==> src/rtl/approx_mac_pkg.sv <==
// Shared types and helpers for the sequential approximate MAC.
// Holds the controller state enum and the column-truncation mask builder.
package approx_mac_pkg;

    typedef enum logic [1:0] {
        IDLE = 2'd0,
        MUL  = 2'd1,
        ACC  = 2'd2,
        OUT  = 2'd3
    } mac_state_t;

    // Widest product the mask helper can describe; slice down at the use site.
    localparam int unsigned MASK_MAX = 128;

    // Ones in columns [approx, prod_width), zeros below approx and above the product.
    function automatic logic [MASK_MAX-1:0] trunc_mask(input int unsigned prod_width,
                                                       input int unsigned approx);
        logic [MASK_MAX-1:0] m;
        m = '0;
        for (int unsigned k = 0; k < MASK_MAX; k++) begin
            m[k] = (k >= approx) && (k < prod_width);
        end
        return m;
    endfunction

endpackage

==> src/rtl/approx_shift_mul.sv <==
// Bit-serial shift-add multiplier: one truncated partial product per cycle,
// LSB of b first. done is high during the cycle that adds the final column.
module approx_shift_mul
    import approx_mac_pkg::*;
#(
    parameter int unsigned WIDTH  = 16,
    parameter int unsigned APPROX = 8
) (
    input  logic                 clk,
    input  logic                 rst_n,
    input  logic                 start,
    input  logic [WIDTH-1:0]     a,
    input  logic [WIDTH-1:0]     b,
    output logic                 busy,
    output logic                 done,
    output logic [2*WIDTH-1:0]   product
);

    localparam int unsigned PW = 2 * WIDTH;
    localparam int unsigned CW = (WIDTH > 1) ? $clog2(WIDTH) : 1;
    localparam logic [MASK_MAX-1:0] FULL_MASK = trunc_mask(PW, APPROX);
    localparam logic [PW-1:0] COL_MASK = FULL_MASK[PW-1:0];

    logic [PW-1:0]    a_sh;
    logic [WIDTH-1:0] b_sh;
    logic [CW-1:0]    cnt;
    logic             cnt_last;

    assign cnt_last = (cnt == CW'(WIDTH - 1));
    assign done     = busy && cnt_last;

    always_ff @(posedge clk) begin
        if (!rst_n) begin
            busy    <= 1'b0;
            cnt     <= '0;
            a_sh    <= '0;
            b_sh    <= '0;
            product <= '0;
        end else if (start) begin
            busy    <= 1'b1;
            cnt     <= '0;
            a_sh    <= {{WIDTH{1'b0}}, a};
            b_sh    <= b;
            product <= '0;
        end else if (busy) begin
            // Truncation applies to each shifted partial product, not to the sum.
            if (b_sh[0]) begin
                product <= product + (a_sh & COL_MASK);
            end
            a_sh <= a_sh << 1;
            b_sh <= b_sh >> 1;
            cnt  <= cnt + 1'b1;
            if (cnt_last) begin
                busy <= 1'b0;
            end
        end
    end

endmodule

==> src/rtl/approx_mac_seq.sv <==
// Sequential approximate MAC: frames of operand beats accumulate onto a bias.
// Optional macro APPROX_MAC_SAT_EN saturates the accumulator on overflow instead of wrapping.
module approx_mac_seq
    import approx_mac_pkg::*;
#(
    parameter int unsigned WIDTH     = 16,
    parameter int unsigned APPROX    = 8,
    parameter int unsigned ACC_WIDTH = 40
) (
    input  logic                 clk,
    input  logic                 rst_n,
    input  logic                 in_valid,
    output logic                 in_ready,
    input  logic [WIDTH-1:0]     in_a,
    input  logic [WIDTH-1:0]     in_b,
    input  logic [WIDTH-1:0]     in_c,
    input  logic                 in_last,
    output logic                 out_valid,
    input  logic                 out_ready,
    output logic [ACC_WIDTH-1:0] out_data,
    output logic                 out_ovf,
    output logic [1:0]           dbg_state
);

    // Handshakes: a transfer happens on a rising edge where valid and ready are
    // both high; a producer holds valid and its payload until that edge.

    mac_state_t state, state_nx;

    logic                 mul_start;
    logic                 mul_busy;
    logic                 mul_done;
    logic [2*WIDTH-1:0]   product;

    logic [WIDTH-1:0]     c_q;
    logic                 last_q;
    logic [ACC_WIDTH-1:0] acc;
    logic                 ovf;
    logic                 frame_open;

    logic [ACC_WIDTH-1:0] addend;
    logic [ACC_WIDTH:0]   sum;

    approx_shift_mul #(
        .WIDTH  (WIDTH),
        .APPROX (APPROX)
    ) u_mul (
        .clk     (clk),
        .rst_n   (rst_n),
        .start   (mul_start),
        .a       (in_a),
        .b       (in_b),
        .busy    (mul_busy),
        .done    (mul_done),
        .product (product)
    );

    always_ff @(posedge clk) begin
        if (!rst_n) begin
            state <= IDLE;
        end else begin
            state <= state_nx;
        end
    end

    always_comb begin
        state_nx  = state;
        mul_start = 1'b0;
        case (state)
            IDLE: begin
                if (in_valid) begin
                    mul_start = 1'b1;
                    state_nx  = MUL;
                end
            end
            MUL: begin
                if (mul_done) begin
                    state_nx = ACC;
                end
            end
            ACC: begin
                state_nx = last_q ? OUT : IDLE;
            end
            OUT: begin
                if (out_ready) begin
                    state_nx = IDLE;
                end
            end
            default: begin
                state_nx = IDLE;
            end
        endcase
    end

    assign in_ready  = (state == IDLE);
    assign out_valid = (state == OUT);
    assign out_data  = acc;
    assign out_ovf   = ovf;
    assign dbg_state = state;

    // The bias replaces the running sum only on the first beat of a frame.
    always_comb begin
        addend = frame_open ? acc : {{(ACC_WIDTH - WIDTH){1'b0}}, c_q};
        sum    = {1'b0, addend} + {{(ACC_WIDTH + 1 - 2 * WIDTH){1'b0}}, product};
    end

    always_ff @(posedge clk) begin
        if (!rst_n) begin
            c_q        <= '0;
            last_q     <= 1'b0;
            acc        <= '0;
            ovf        <= 1'b0;
            frame_open <= 1'b0;
        end else begin
            case (state)
                IDLE: begin
                    if (in_valid) begin
                        c_q    <= in_c;
                        last_q <= in_last;
                    end
                end
                ACC: begin
                    frame_open <= 1'b1;
                    if (sum[ACC_WIDTH]) begin
                        ovf <= 1'b1;
`ifdef APPROX_MAC_SAT_EN
                        acc <= '1;
`else
                        acc <= sum[ACC_WIDTH-1:0];
`endif
                    end else begin
                        acc <= sum[ACC_WIDTH-1:0];
                    end
                end
                OUT: begin
                    if (out_ready) begin
                        acc        <= '0;
                        ovf        <= 1'b0;
                        frame_open <= 1'b0;
                    end
                end
                default: begin
                end
            endcase
        end
    end

endmodule

==> config.mk <==
export PLATFORM = sky130hd
export DESIGN_NAME = approx_mac_seq
export DESIGN_NICKNAME = d
export VERILOG_FILES = /design/src/rtl/approx_mac_pkg.sv /design/src/rtl/approx_shift_mul.sv /design/src/rtl/approx_mac_seq.sv
export SDC_FILE = /design/constraint.sdc
export NUM_CORES = 1
export LEC_CHECK = 0
export BUFFER_PORTS_ARGS = -buffer_cell sky130_fd_sc_hd__buf_2
export CAP_MARGIN = 20
export CORE_MARGIN = 4
export CORE_UTILIZATION = 50
export CTS_CLUSTER_DIAMETER = 200
export DETAILED_ROUTE_END_ITERATION = 10
export PLACE_DENSITY = 0.72
export SYNTH_ARGS = -nofsm -noshare
export SYNTH_HDL_FRONTEND = slang
export SYNTH_HIERARCHICAL = 1
export SYNTH_SLANG_ARGS = --single-unit
==> constraint.sdc <==
create_clock -name clk -period 3.8 [get_ports clk]
set_input_delay 0.76 -clock clk [delete_from_list [all_inputs] [get_ports clk]]
set_output_delay 0.76 -clock clk [all_outputs]
set_load 0.02 [all_outputs]
==> results.ini <==
[sta]
hold_violations = 0
hold_ws_ns = 0.460
finalSetupViolations = 0
tns_ns = 0
worst_pin_slew_ns = 1.02
slew_violations = 0
fmax_mhz = 301
fin_crit_ns = 3.32
post-route-period-util = 0.875
rsz0062_at_grt = false
clock_skew_ns = 0.0125
relSlewSlack = 0.319

[logic_synthesis]
avgSynthCellArea_sq_um = 8.10
synthFlopType = dfxtp_1
synth.cell_area_sq_um = 8840
async_flop_share = 0
seq_area_frac_synth = 0.313
synth_cells = 1091
synth_edf_count = 0
yosys.cell_types.count = 70
ys_warn_count = 6
synth-seq-cells = 138

[power]
p_comb_frac = 0.080
ir_worst_vdd_v = 0.000335
clkPwrFrac = 0.469
power_w = 0.00336
powerDensity_nw_per_um2 = 334
p_leak_nw = 4.45
pwr-share-seq = 0.451
internal_power_w = 0.00250
netSwitchingPower_w = 0.000859
switching_share = 0.256

[finish]
final_cells = 1406
num_antenna_cells = 0
drive_gt1_frac = 0.150
layout.nets = 1279
syn_to_final_growth_pct = 13.7

[floorplanning]
core_area_sq_um = 17300
io-pin-count = 98
rows = 48
die-width_um = 141
die_area_sq_um = 19900
die_h_um = 141
start_util = 0.511

[clocking]
clk_pin_slew_ns = 0.06
htreeDepth = 4
worstSkewPairLatency_ns = 0.43
cts_root_buf = clkbuf_16
cts_setup_buffers = 0
numCtsBuffers = 17
tritoncts = built
cts-resized-gates = 0
cts.sinks = 138
holdBufCountCts = 0
cts_buffer_depth = 2

[critical_path]
crit_arrival_ns = 3.65
crit_fanout = 12
worstSetupEndpointType = register
path_class = register to register
cp-start-kind = register
cp.required_ns = 4.13

[global_routing]
antenna_found_initial = 0
grt_max_degree = 84
gr-total-overflow = 0
grt_pass1_wl_um = 36700
grt_pass1_vias = 7411
grtUsageTotal = 0.223

[drt]
routed_wl_um = 21600
first_iter_violations = 454
vias = 7947
viasPerCell = 5.65
drc = 0
firstDrtPassIters = 5
wl_per_cell_um = 15.4
postRouteAntennaNets = 0

[placed_design]
gp_congestion = 0.923
dp_hpwl_um = 15800
placedCellCount = 1374
port-buffer-count = 97

[hold_path]
hold_class = register to register

[flow_run]
maxCapViolCount = 0

[status]
status = finished clean

==> power groups by stage <==
stage | combinational, W | sequential (W) | clock (W)
after floorplan | 0.000213 | 0.00153 | 0
after global placement | 0.000262 | 0.00154 | 0
after detailed placement | 0.000266 | 0.00155 | 0
after CTS | 0.000267 | 0.00151 | 0.00161
after global routing | 0.000303 | 0.00152 | 0.00166
final | 0.000268 | 0.00151 | 0.00158
==> cell type report <==
cell class                 count  area (sq um)
inverter                      17          63.8
multi-input combinational    881          5770
tap                          225           282
fill                        1614          7250
clock inverter                11          85.1
sequential                   138          2760
clock buffer                  21           470
timing repair buffer         113           606
==> worst max-delay path: stages, from the launching register on <==
cell     delay, ns
dfxtp_1       0.68
buf_4         0.27
and2_1        0.14
ha_1          0.33
a21o_1        0.24
a21o_1        0.19
a21oi_1       0.27
o21ai_1       0.15
a21o_1        0.21
a21o_1        0.21
or2_1         0.27
a32o_1        0.26
==> cells in the final DEF (no fill, tap or decap), drive strengths merged, types with 6 or more instances in the layout <==
master  instances
a21boi         23
nor2           59
a21o           28
mux2i          50
xor2           13
nand3          15
mux2           17
nor2b          22
o31ai           7
xnor2          26
o21bai         12
a32o            6
buf           113
a21oi          82
conb            8
a211oi          8
clkbuf         21
nand2         174
and3           16
a22o            7
dfxtp         138
inv            21
a211o           7
o211ai         11
a22oi          12
and2           56
o21ai          74
ha             56
or3            10
nor3           10
nand4          14
==> through the flow <==
step,worst slack (ns),cell area [sq um],utilization
floorplan,0.274,8860,-
global placement,0.613,9490,0.548
detailed placement,0.485,9490,0.548
CTS,0.482,10000,0.581
global route,0.180,10000,0.581
finish,0.476,10000,0.581
==> layer usage <==
| layer | vias up | share of wire | GRT usage |
|---|---|---|---|
| li1 | 4075 | - | - |
| met1 | 3672 | 0.49 | 0.309 |
| met2 | 171 | 0.45 | 0.348 |
| met3 | 29 | 0.043 | 0.0444 |
| met4 | 0 | 0.019 | 0.0755 |
| met5 | - | 0 | 0 |
==> synth_stat cells (all sizes together), types with 17 or more instances <==
cell type	number	area [sq um]
clkbuf	47	176
xnor2	26	228
a21o	28	210
a21boi	23	173
ha	56	701
and2	56	350
a21oi	82	418
mux2i	50	500
o21ai	74	378
nor2b	22	138
nor2	59	221
dfxtp	138	2760
mux2	17	191
nand2	174	653
==> final timing paths <==
check	start	endpoint	slack, ns	depth (start not counted)
setup / recovery	frame_open	out_data[32]	0.48	11
hold / removal	c_q[8]	c_q[8]	0.46	2
setup reg to reg	frame_open	out_data[32]	0.48	11
hold reg to reg	c_q[8]	c_q[8]	0.46	2
==> state kept, by name (all words and copies together) (netlist names) <==
signal and count:
dbg_state 2, c_q 16, u_mul/busy 1, frame_open 1
out_data 40, u_mul/b_sh 16, u_mul/cnt 4, u_mul/a_sh 32
u_mul/product 24, last_q 1, out_ovf 1
==> cells by family after synthesis <==
family                     Yosys count  share of synthesized area
and+or+nand+nor                    394                      0.212
AOI/OAI and AO/OA                  315                      0.237
adders and majority gates           58                     0.0838
other                                1                   0.000424
DFF                                138                      0.313
xor gates and xnor gates            39                     0.0387
buffers and inverters               79                     0.0371
muxes                               67                     0.0783
Power figures use the tool's default switching activity.
